===== src/rtl/dyn_mem_bkgp_ctrl_if.sv =====
// TCDM bank-group request/response bus.
// master = crossbar side, slave = bank-group controller.
interface dyn_mem_bkgp_ctrl_if #(
  parameter int DATA_WIDTH = 64,
  parameter int ADDR_WIDTH = 10
);
  localparam int StrbWidth = DATA_WIDTH / 8;

  logic                  tcdm_req_i;
  logic [ADDR_WIDTH-1:0] tcdm_addr_i;
  logic                  tcdm_we_i;
  logic [DATA_WIDTH-1:0] tcdm_wdata_i;
  logic [StrbWidth-1:0]  tcdm_strb_i;
  logic                  tcdm_gnt_o;
  logic [DATA_WIDTH-1:0] tcdm_rdata_o;
  logic                  tcdm_rvalid_o;
  logic                  tcdm_ecc_err_o;

  modport master (
    output tcdm_req_i,
    output tcdm_addr_i,
    output tcdm_we_i,
    output tcdm_wdata_i,
    output tcdm_strb_i,
    input  tcdm_gnt_o,
    input  tcdm_rdata_o,
    input  tcdm_rvalid_o,
    input  tcdm_ecc_err_o
  );

  modport slave (
    input  tcdm_req_i,
    input  tcdm_addr_i,
    input  tcdm_we_i,
    input  tcdm_wdata_i,
    input  tcdm_strb_i,
    output tcdm_gnt_o,
    output tcdm_rdata_o,
    output tcdm_rvalid_o,
    output tcdm_ecc_err_o
  );
endinterface


===== src/rtl/dyn_mem_bkgp_ctrl.sv =====
// Bank-group controller: TCDM requests -> single-port SRAM, 1-cycle reads.
// Ports: clk_i, rst_i (async, active-high), tcdm (slave bus), sram_* access
// port, err_cnt_o. Macro DYN_MEM_BKGP_PARITY_EN adds word parity + RMW.
module dyn_mem_bkgp_ctrl #(
  parameter int DATA_WIDTH = 64,
  parameter int ADDR_WIDTH = 10,
  parameter int CNT_WIDTH  = 16,
  localparam int StrbWidth = DATA_WIDTH / 8,
`ifdef DYN_MEM_BKGP_PARITY_EN
  localparam int SramWidth = DATA_WIDTH + 1
`else
  localparam int SramWidth = DATA_WIDTH
`endif
) (
  input  logic                  clk_i,
  input  logic                  rst_i,
  dyn_mem_bkgp_ctrl_if.slave    tcdm,
  output logic                  sram_req_o,
  output logic                  sram_we_o,
  output logic [ADDR_WIDTH-1:0] sram_addr_o,
  output logic [SramWidth-1:0]  sram_wdata_o,
  output logic [StrbWidth-1:0]  sram_be_o,
  input  logic [SramWidth-1:0]  sram_rdata_i,
  output logic [CNT_WIDTH-1:0]  err_cnt_o
);

  logic req;
  logic we;
  logic no_b;

  // nothing is granted or issued while reset is held
  assign req  = tcdm.tcdm_req_i & ~rst_i;
  assign we   = tcdm.tcdm_we_i;
  assign no_b = ~|tcdm.tcdm_strb_i;

  logic                  gnt;
  logic                  rvalid_q;
  logic                  a_req;
  logic                  a_we;
  logic [ADDR_WIDTH-1:0] a_addr;
  logic [SramWidth-1:0]  a_wdata;
  logic [StrbWidth-1:0]  a_be;

  assign tcdm.tcdm_gnt_o    = gnt;
  assign tcdm.tcdm_rvalid_o = rvalid_q;
  assign tcdm.tcdm_rdata_o  = sram_rdata_i[DATA_WIDTH-1:0];

  // idle SRAM bus is held at zero
  assign sram_req_o   = a_req;
  assign sram_we_o    = a_req & a_we;
  assign sram_addr_o  = a_req ? a_addr : '0;
  assign sram_wdata_o = a_req ? a_wdata : '0;
  assign sram_be_o    = a_req ? a_be : '0;

  always_ff @(posedge clk_i or posedge rst_i) begin
    if (rst_i) begin
      rvalid_q <= 1'b0;
    end else begin
      rvalid_q <= req & gnt;
    end
  end

`ifdef DYN_MEM_BKGP_PARITY_EN

  localparam logic [0:0] IDLE  = 1'b0;
  localparam logic [0:0] MERGE = 1'b1;

  logic [0:0]            state_q;
  logic [0:0]            state_d;
  logic                  all_b;
  logic                  cap_en;
  logic                  rd_q;
  logic                  rd_par;
  logic                  ecc_err;
  logic                  merge_err;
  logic [ADDR_WIDTH-1:0] cap_addr_q;
  logic [DATA_WIDTH-1:0] cap_wdata_q;
  logic [StrbWidth-1:0]  cap_strb_q;
  logic [DATA_WIDTH-1:0] merged;
  logic [CNT_WIDTH-1:0]  cnt_q;

  assign all_b  = &tcdm.tcdm_strb_i;
  // stored words carry even parity, so any set xor is a fault
  assign rd_par = ^sram_rdata_i;

  always_comb begin
    merged = '0;
    for (int b = 0; b < StrbWidth; b++) begin
      merged[b*8 +: 8] = cap_strb_q[b] ?
        cap_wdata_q[b*8 +: 8] : sram_rdata_i[b*8 +: 8];
    end
  end

  always_comb begin
    state_d = state_q;
    gnt     = 1'b0;
    a_req   = 1'b0;
    a_we    = 1'b0;
    a_addr  = tcdm.tcdm_addr_i;
    a_wdata = {^tcdm.tcdm_wdata_i, tcdm.tcdm_wdata_i};
    a_be    = '1;
    cap_en  = 1'b0;
    unique case (state_q)
      IDLE: begin
        if (req) begin
          if (!we) begin
            gnt   = 1'b1;
            a_req = 1'b1;
          end else if (all_b) begin
            gnt   = 1'b1;
            a_req = 1'b1;
            a_we  = 1'b1;
          end else if (no_b) begin
            gnt = 1'b1;
          end else begin
            a_req   = 1'b1;
            cap_en  = 1'b1;
            state_d = MERGE;
          end
        end
      end
      MERGE: begin
        // write completes even if the master misbehaves
        gnt     = req;
        a_req   = 1'b1;
        a_we    = 1'b1;
        a_addr  = cap_addr_q;
        a_wdata = {^merged, merged};
        state_d = IDLE;
      end
      default: state_d = IDLE;
    endcase
  end

  always_ff @(posedge clk_i or posedge rst_i) begin
    if (rst_i) begin
      state_q     <= IDLE;
      rd_q        <= 1'b0;
      cap_addr_q  <= '0;
      cap_wdata_q <= '0;
      cap_strb_q  <= '0;
    end else begin
      state_q <= state_d;
      rd_q    <= req & gnt & ~we;
      if (cap_en) begin
        cap_addr_q  <= tcdm.tcdm_addr_i;
        cap_wdata_q <= tcdm.tcdm_wdata_i;
        cap_strb_q  <= tcdm.tcdm_strb_i;
      end
    end
  end

  assign ecc_err   = rvalid_q & rd_q & rd_par;
  // MERGE never follows a granted cycle, so the two never overlap
  assign merge_err = (state_q == MERGE) & rd_par;

  always_ff @(posedge clk_i or posedge rst_i) begin
    if (rst_i) begin
      cnt_q <= '0;
    end else if ((ecc_err | merge_err) && !(&cnt_q)) begin
      cnt_q <= cnt_q + CNT_WIDTH'(1);
    end
  end

  assign tcdm.tcdm_ecc_err_o = ecc_err;
  assign err_cnt_o           = cnt_q;

  a_merge_req_held: assert property (
    @(posedge clk_i) disable iff (rst_i)
    state_q == MERGE |-> tcdm.tcdm_req_i
  );

`else

  always_comb begin
    gnt     = req;
    a_req   = req & ~(we & no_b);
    a_we    = we;
    a_addr  = tcdm.tcdm_addr_i;
    a_wdata = tcdm.tcdm_wdata_i;
    a_be    = we ? tcdm.tcdm_strb_i : '1;
  end

  assign tcdm.tcdm_ecc_err_o = 1'b0;
  assign err_cnt_o           = '0;

`endif

endmodule


===== src/flat_wrapper.sv =====
// flat-port wrapper written by rule: the top's interface ports become plain ports
module dyn_mem_bkgp_ctrl_flat 
#(
  parameter int DATA_WIDTH = 64,
  parameter int ADDR_WIDTH = 10,
  parameter int CNT_WIDTH  = 16,
  localparam int StrbWidth = DATA_WIDTH / 8,

  localparam int SramWidth = DATA_WIDTH

)
  (clk_i, rst_i, sram_req_o, sram_we_o, sram_addr_o, sram_wdata_o, sram_be_o, sram_rdata_i, err_cnt_o, tcdm_tcdm_req_i, tcdm_tcdm_addr_i, tcdm_tcdm_we_i, tcdm_tcdm_wdata_i, tcdm_tcdm_strb_i, tcdm_tcdm_gnt_o, tcdm_tcdm_rdata_o, tcdm_tcdm_rvalid_o, tcdm_tcdm_ecc_err_o);
  dyn_mem_bkgp_ctrl_if #(.DATA_WIDTH(DATA_WIDTH), .ADDR_WIDTH(ADDR_WIDTH)) tcdm_i ();
  input  logic clk_i;
  input  logic rst_i;
  output logic sram_req_o;
  output logic sram_we_o;
  output logic [ADDR_WIDTH-1:0] sram_addr_o;
  output logic [SramWidth-1:0] sram_wdata_o;
  output logic [StrbWidth-1:0] sram_be_o;
  input  logic [SramWidth-1:0] sram_rdata_i;
  output logic [CNT_WIDTH-1:0] err_cnt_o;
  input wire logic [$bits(tcdm_i.tcdm_req_i)-1:0] tcdm_tcdm_req_i;
  input wire logic [$bits(tcdm_i.tcdm_addr_i)-1:0] tcdm_tcdm_addr_i;
  input wire logic [$bits(tcdm_i.tcdm_we_i)-1:0] tcdm_tcdm_we_i;
  input wire logic [$bits(tcdm_i.tcdm_wdata_i)-1:0] tcdm_tcdm_wdata_i;
  input wire logic [$bits(tcdm_i.tcdm_strb_i)-1:0] tcdm_tcdm_strb_i;
  output wire logic [$bits(tcdm_i.tcdm_gnt_o)-1:0] tcdm_tcdm_gnt_o;
  output wire logic [$bits(tcdm_i.tcdm_rdata_o)-1:0] tcdm_tcdm_rdata_o;
  output wire logic [$bits(tcdm_i.tcdm_rvalid_o)-1:0] tcdm_tcdm_rvalid_o;
  output wire logic [$bits(tcdm_i.tcdm_ecc_err_o)-1:0] tcdm_tcdm_ecc_err_o;
  assign tcdm_i.tcdm_req_i = tcdm_tcdm_req_i;
  assign tcdm_i.tcdm_addr_i = tcdm_tcdm_addr_i;
  assign tcdm_i.tcdm_we_i = tcdm_tcdm_we_i;
  assign tcdm_i.tcdm_wdata_i = tcdm_tcdm_wdata_i;
  assign tcdm_i.tcdm_strb_i = tcdm_tcdm_strb_i;
  assign tcdm_tcdm_gnt_o = tcdm_i.tcdm_gnt_o;
  assign tcdm_tcdm_rdata_o = tcdm_i.tcdm_rdata_o;
  assign tcdm_tcdm_rvalid_o = tcdm_i.tcdm_rvalid_o;
  assign tcdm_tcdm_ecc_err_o = tcdm_i.tcdm_ecc_err_o;
  dyn_mem_bkgp_ctrl #(.DATA_WIDTH(DATA_WIDTH), .ADDR_WIDTH(ADDR_WIDTH), .CNT_WIDTH(CNT_WIDTH)) u_core (.clk_i(clk_i), .rst_i(rst_i), .tcdm(tcdm_i), .sram_req_o(sram_req_o), .sram_we_o(sram_we_o), .sram_addr_o(sram_addr_o), .sram_wdata_o(sram_wdata_o), .sram_be_o(sram_be_o), .sram_rdata_i(sram_rdata_i), .err_cnt_o(err_cnt_o));
endmodule

===== config.mk =====
export PLATFORM = sky130hd
export DESIGN_NAME = dyn_mem_bkgp_ctrl_flat
export DESIGN_NICKNAME = d
export VERILOG_FILES = /design/src/rtl/dyn_mem_bkgp_ctrl_if.sv /design/src/rtl/dyn_mem_bkgp_ctrl.sv /design/src/flat_wrapper.sv
export SDC_FILE = /design/constraint.sdc
export NUM_CORES = 1
export LEC_CHECK = 0
export ABC_CLOCK_PERIOD_IN_PS = 1300
export CAP_MARGIN = 20
export CORE_AREA = 2 2 123 125
export CTS_BUF_LIST = sky130_fd_sc_hd__clkbuf_4
export CTS_CLUSTER_DIAMETER = 100
export DETAILED_ROUTE_END_ITERATION = 7
export DIE_AREA = 0 0 125 127
export PLACE_DENSITY_LB_ADDON = 0.08
export SLEW_MARGIN = 20
export SYNTH_ARGS = -nofsm -noshare
export SYNTH_HDL_FRONTEND = slang
export SYNTH_SLANG_ARGS = --single-unit
export TNS_END_PERCENT = 30

===== constraint.sdc =====
create_clock -name clk_i -period 1.3 [get_ports clk_i]
set_input_delay 0.325 -clock clk_i [delete_from_list [all_inputs] [get_ports clk_i]]
set_output_delay 0.325 -clock clk_i [all_outputs]
set_load 0.1 [all_outputs]

==> results of run 1 <==
==> routing by layer <==
layer,global-route usage,up-vias,share of wire
li1,-,1218,-
met1,0.141,1193,0.36
met2,0.223,137,0.52
met3,0.0427,22,0.11
met4,0.0144,0,0.011
met5,0,-,0
==> cell families after synthesis <==
logic type,Yosys count,share of synthesized area
DFF,1,0.0133
and+or+nand+nor,5,0.0254
buffers and inverters,192,0.574
AOI/OAI and AO/OA,83,0.385
other,1,0.00200
==> report_power, final <==
group | leakage (nW) | switching (mW) | internal, mW
registers | 0.0129 | 0.00131 | 0.0333
logic | 2.43 | 1.72 | 1.10
clock network | 0 | 0 | 0
==> cell type report <==
cell class | instances | area share
Tap cell | 184 | 0.0351
Timing Repair Buffer | 251 | 0.575
Sequential cell | 1 | 0.00382
Inverter | 77 | 0.0466
Multi-Input combinational cell | 105 | 0.339
==> per-stage QoR <==
stage	hold slack [ps]	setup TNS, ps	utilization
finish	154	-42670	0.455
global route	159	-45700	0.455
CTS	155	-47370	0.451
detailed placement	498	-78080	0.418
global placement	496	-78020	0.418
floorplan	53.7	-67290	-
==> worst min path at each step <==
stage	startpoint	endpoint	slack (ps)
finish	rst_i	u_core.tcdm.tcdm_rvalid_o$_DFF_PP0_	150
global placement	rst_i	u_core.tcdm.tcdm_rvalid_o$_DFF_PP0_	500
detailed placement	rst_i	u_core.tcdm.tcdm_rvalid_o$_DFF_PP0_	500
floorplan	rst_i	u_core.tcdm.tcdm_rvalid_o$_DFF_PP0_	50
global route	rst_i	u_core.tcdm.tcdm_rvalid_o$_DFF_PP0_	160
CTS	rst_i	u_core.tcdm.tcdm_rvalid_o$_DFF_PP0_	160
==> placed cells by master, fill, tap and decap left out <==
cell type / n
buf_2: 6
buf_4: 28
clkdlybuf4s50_1: 74
clkinv_8: 1
clkbuf_16: 2
nor2b_4: 1
a311oi_4: 75
nand2b_4: 1
buf_6: 12
buf_12: 116
nor2_4: 1
nor3_4: 1
o21a_2: 2
clkinvlp_4: 1
nor4_4: 1
inv_1: 75
buf_16: 7
o21a_4: 5
buf_8: 6
dfrtp_1: 1
conb_1: 17
a31oi_4: 1
==> repair_timing <==
| action | 4_1_cts | 5_1_grt |
|---|---|---|
| endpoints found under the setup margin | 86 | 85 |
| buffers inserted | 19 | 2 |
| pin swaps | 38 | 14 |
| hold buffers | 0 | 0 |
| gates cloned | 7 | 1 |
| gates resized for setup | 79 | 12 |
==> worst max-delay path, cell delays in order <==
cell       delay, ps
buf_8            100
nor4_4           340
buf_4            190
clkbuf_16        160
buf_12           140
a311oi_4         100
buf_12           190
==> impl_metrics.json, run 1 <==
{
  "outcome": "finished, violations left",
  "violations": "negative setup slack",
  "fp.dieH_um": 127,
  "drtIter0Drc": 28,
  "num_antenna_cells": 0,
  "grt_use_total": 0.121,
  "die-width_um": 125,
  "crit_path_end": "sram_wdata_o[35]",
  "dpl.cell_count": 590,
  "grt_pass1_wl_um": 15800,
  "ys_warn_count": 0,
  "fmax_mhz": 530,
  "layout-area-overhead-vs-synth_pct": 250,
  "die_area_um2": 15900,
  "routed_wl_um": 10200,
  "avgSynthCellArea_um2": 6.65,
  "viasPerCell": 4.16,
  "n_fill_cell": 1334,
  "synthTopCellsByCount": "87 x buf_4, 76 x inv_1, 74 x a311oi_1, 14 x clkbuf_1, 12 x buf_2",
  "start_kind": "input port",
  "cp-end-kind": "primary output",
  "period_share": 1.45,
  "synth.most_common_cell": "buf_4",
  "maxSlewViolCount": 0,
  "io_pins": 317,
  "p_leak_nw": 2.44,
  "multiInputGateArea_um2": 2220,
  "post-synth-top-area-fraction": 0.348,
  "dp_slack_ps": -974,
  "startpoint": "tcdm_tcdm_strb_i[7]",
  "max-cap-violations": 0,
  "ys_seq_elements": 1,
  "placed_area_um2": 6030,
  "dp_hpwl_um": 8020,
  "grt_max_degree": 29,
  "largest_register_ffs": 1,
  "setup-violations-final": 85,
  "rows": 44,
  "seq_area_frac_synth": 0.0133,
  "final.min_clock_period_ps": 1890,
  "crit_type": "input port to primary output",
  "synth_cell_types": 17,
  "grt_overflow": 0,
  "ff_latch_area_um2": 25.0,
  "antenna_found_initial": 0,
  "synth-main-ff-cell": "dfrtp_1",
  "drive_gt1_frac": 0.615,
  "core-area_um2": 14400,
  "syn_area_um2": 1880,
  "routedWlPerCell_um": 16.4,
  "postRouteAntennaNets": 0,
  "route.detailed.drc": 0,
  "initial_core_util": 0.130,
  "ys_async_sr_fraction": 1.00,
  "synth-edff-count": 0,
  "worstPathArrival_ps": 1560,
  "syn_inst": 282,
  "power_density_nw_per_um2": 435,
  "portBuffers": 171,
  "final_cells": 618,
  "design_area_um2": 6560,
  "gp_congestion": 0.700,
  "hold_class": "input port to async pin",
  "crit_required_ps": 980,
  "synthTopCellsByArea": "buf_4 35%, a311oi_1 35%, inv_1 15%, buf_2 3.2%, clkbuf_1 2.8%",
  "fin_ws_ps": -587,
  "firstDrtPassIters": 4,
  "vias": 2570,
  "clkSlewWorstSetupHoldPaths_ps": 0,
  "final-hold-violation-count": 0,
  "grt_pass1_vias": 2829,
  "rsz0062_at_grt": "yes",
  "peakVddDrop_v": 0.000243,
  "cp_max_fo": 6,
  "power.total_mw": 2.85,
  "nets": 586,
  "synth_largest_area_cell": "buf_4"
}
(Power assumes the default switching activity.)
==> run 2: changes to the inputs <==
--- a/config.mk
+++ b/config.mk
@@ -5,7 +5,6 @@
 export SDC_FILE = /design/constraint.sdc
 export NUM_CORES = 1
 export LEC_CHECK = 0
-export ABC_CLOCK_PERIOD_IN_PS = 1300
 export CAP_MARGIN = 20
 export CORE_AREA = 2 2 123 125
 export CTS_BUF_LIST = sky130_fd_sc_hd__clkbuf_4
==> results of run 2 <==
Final layout, timing and power as in run 1 (identical DEF).
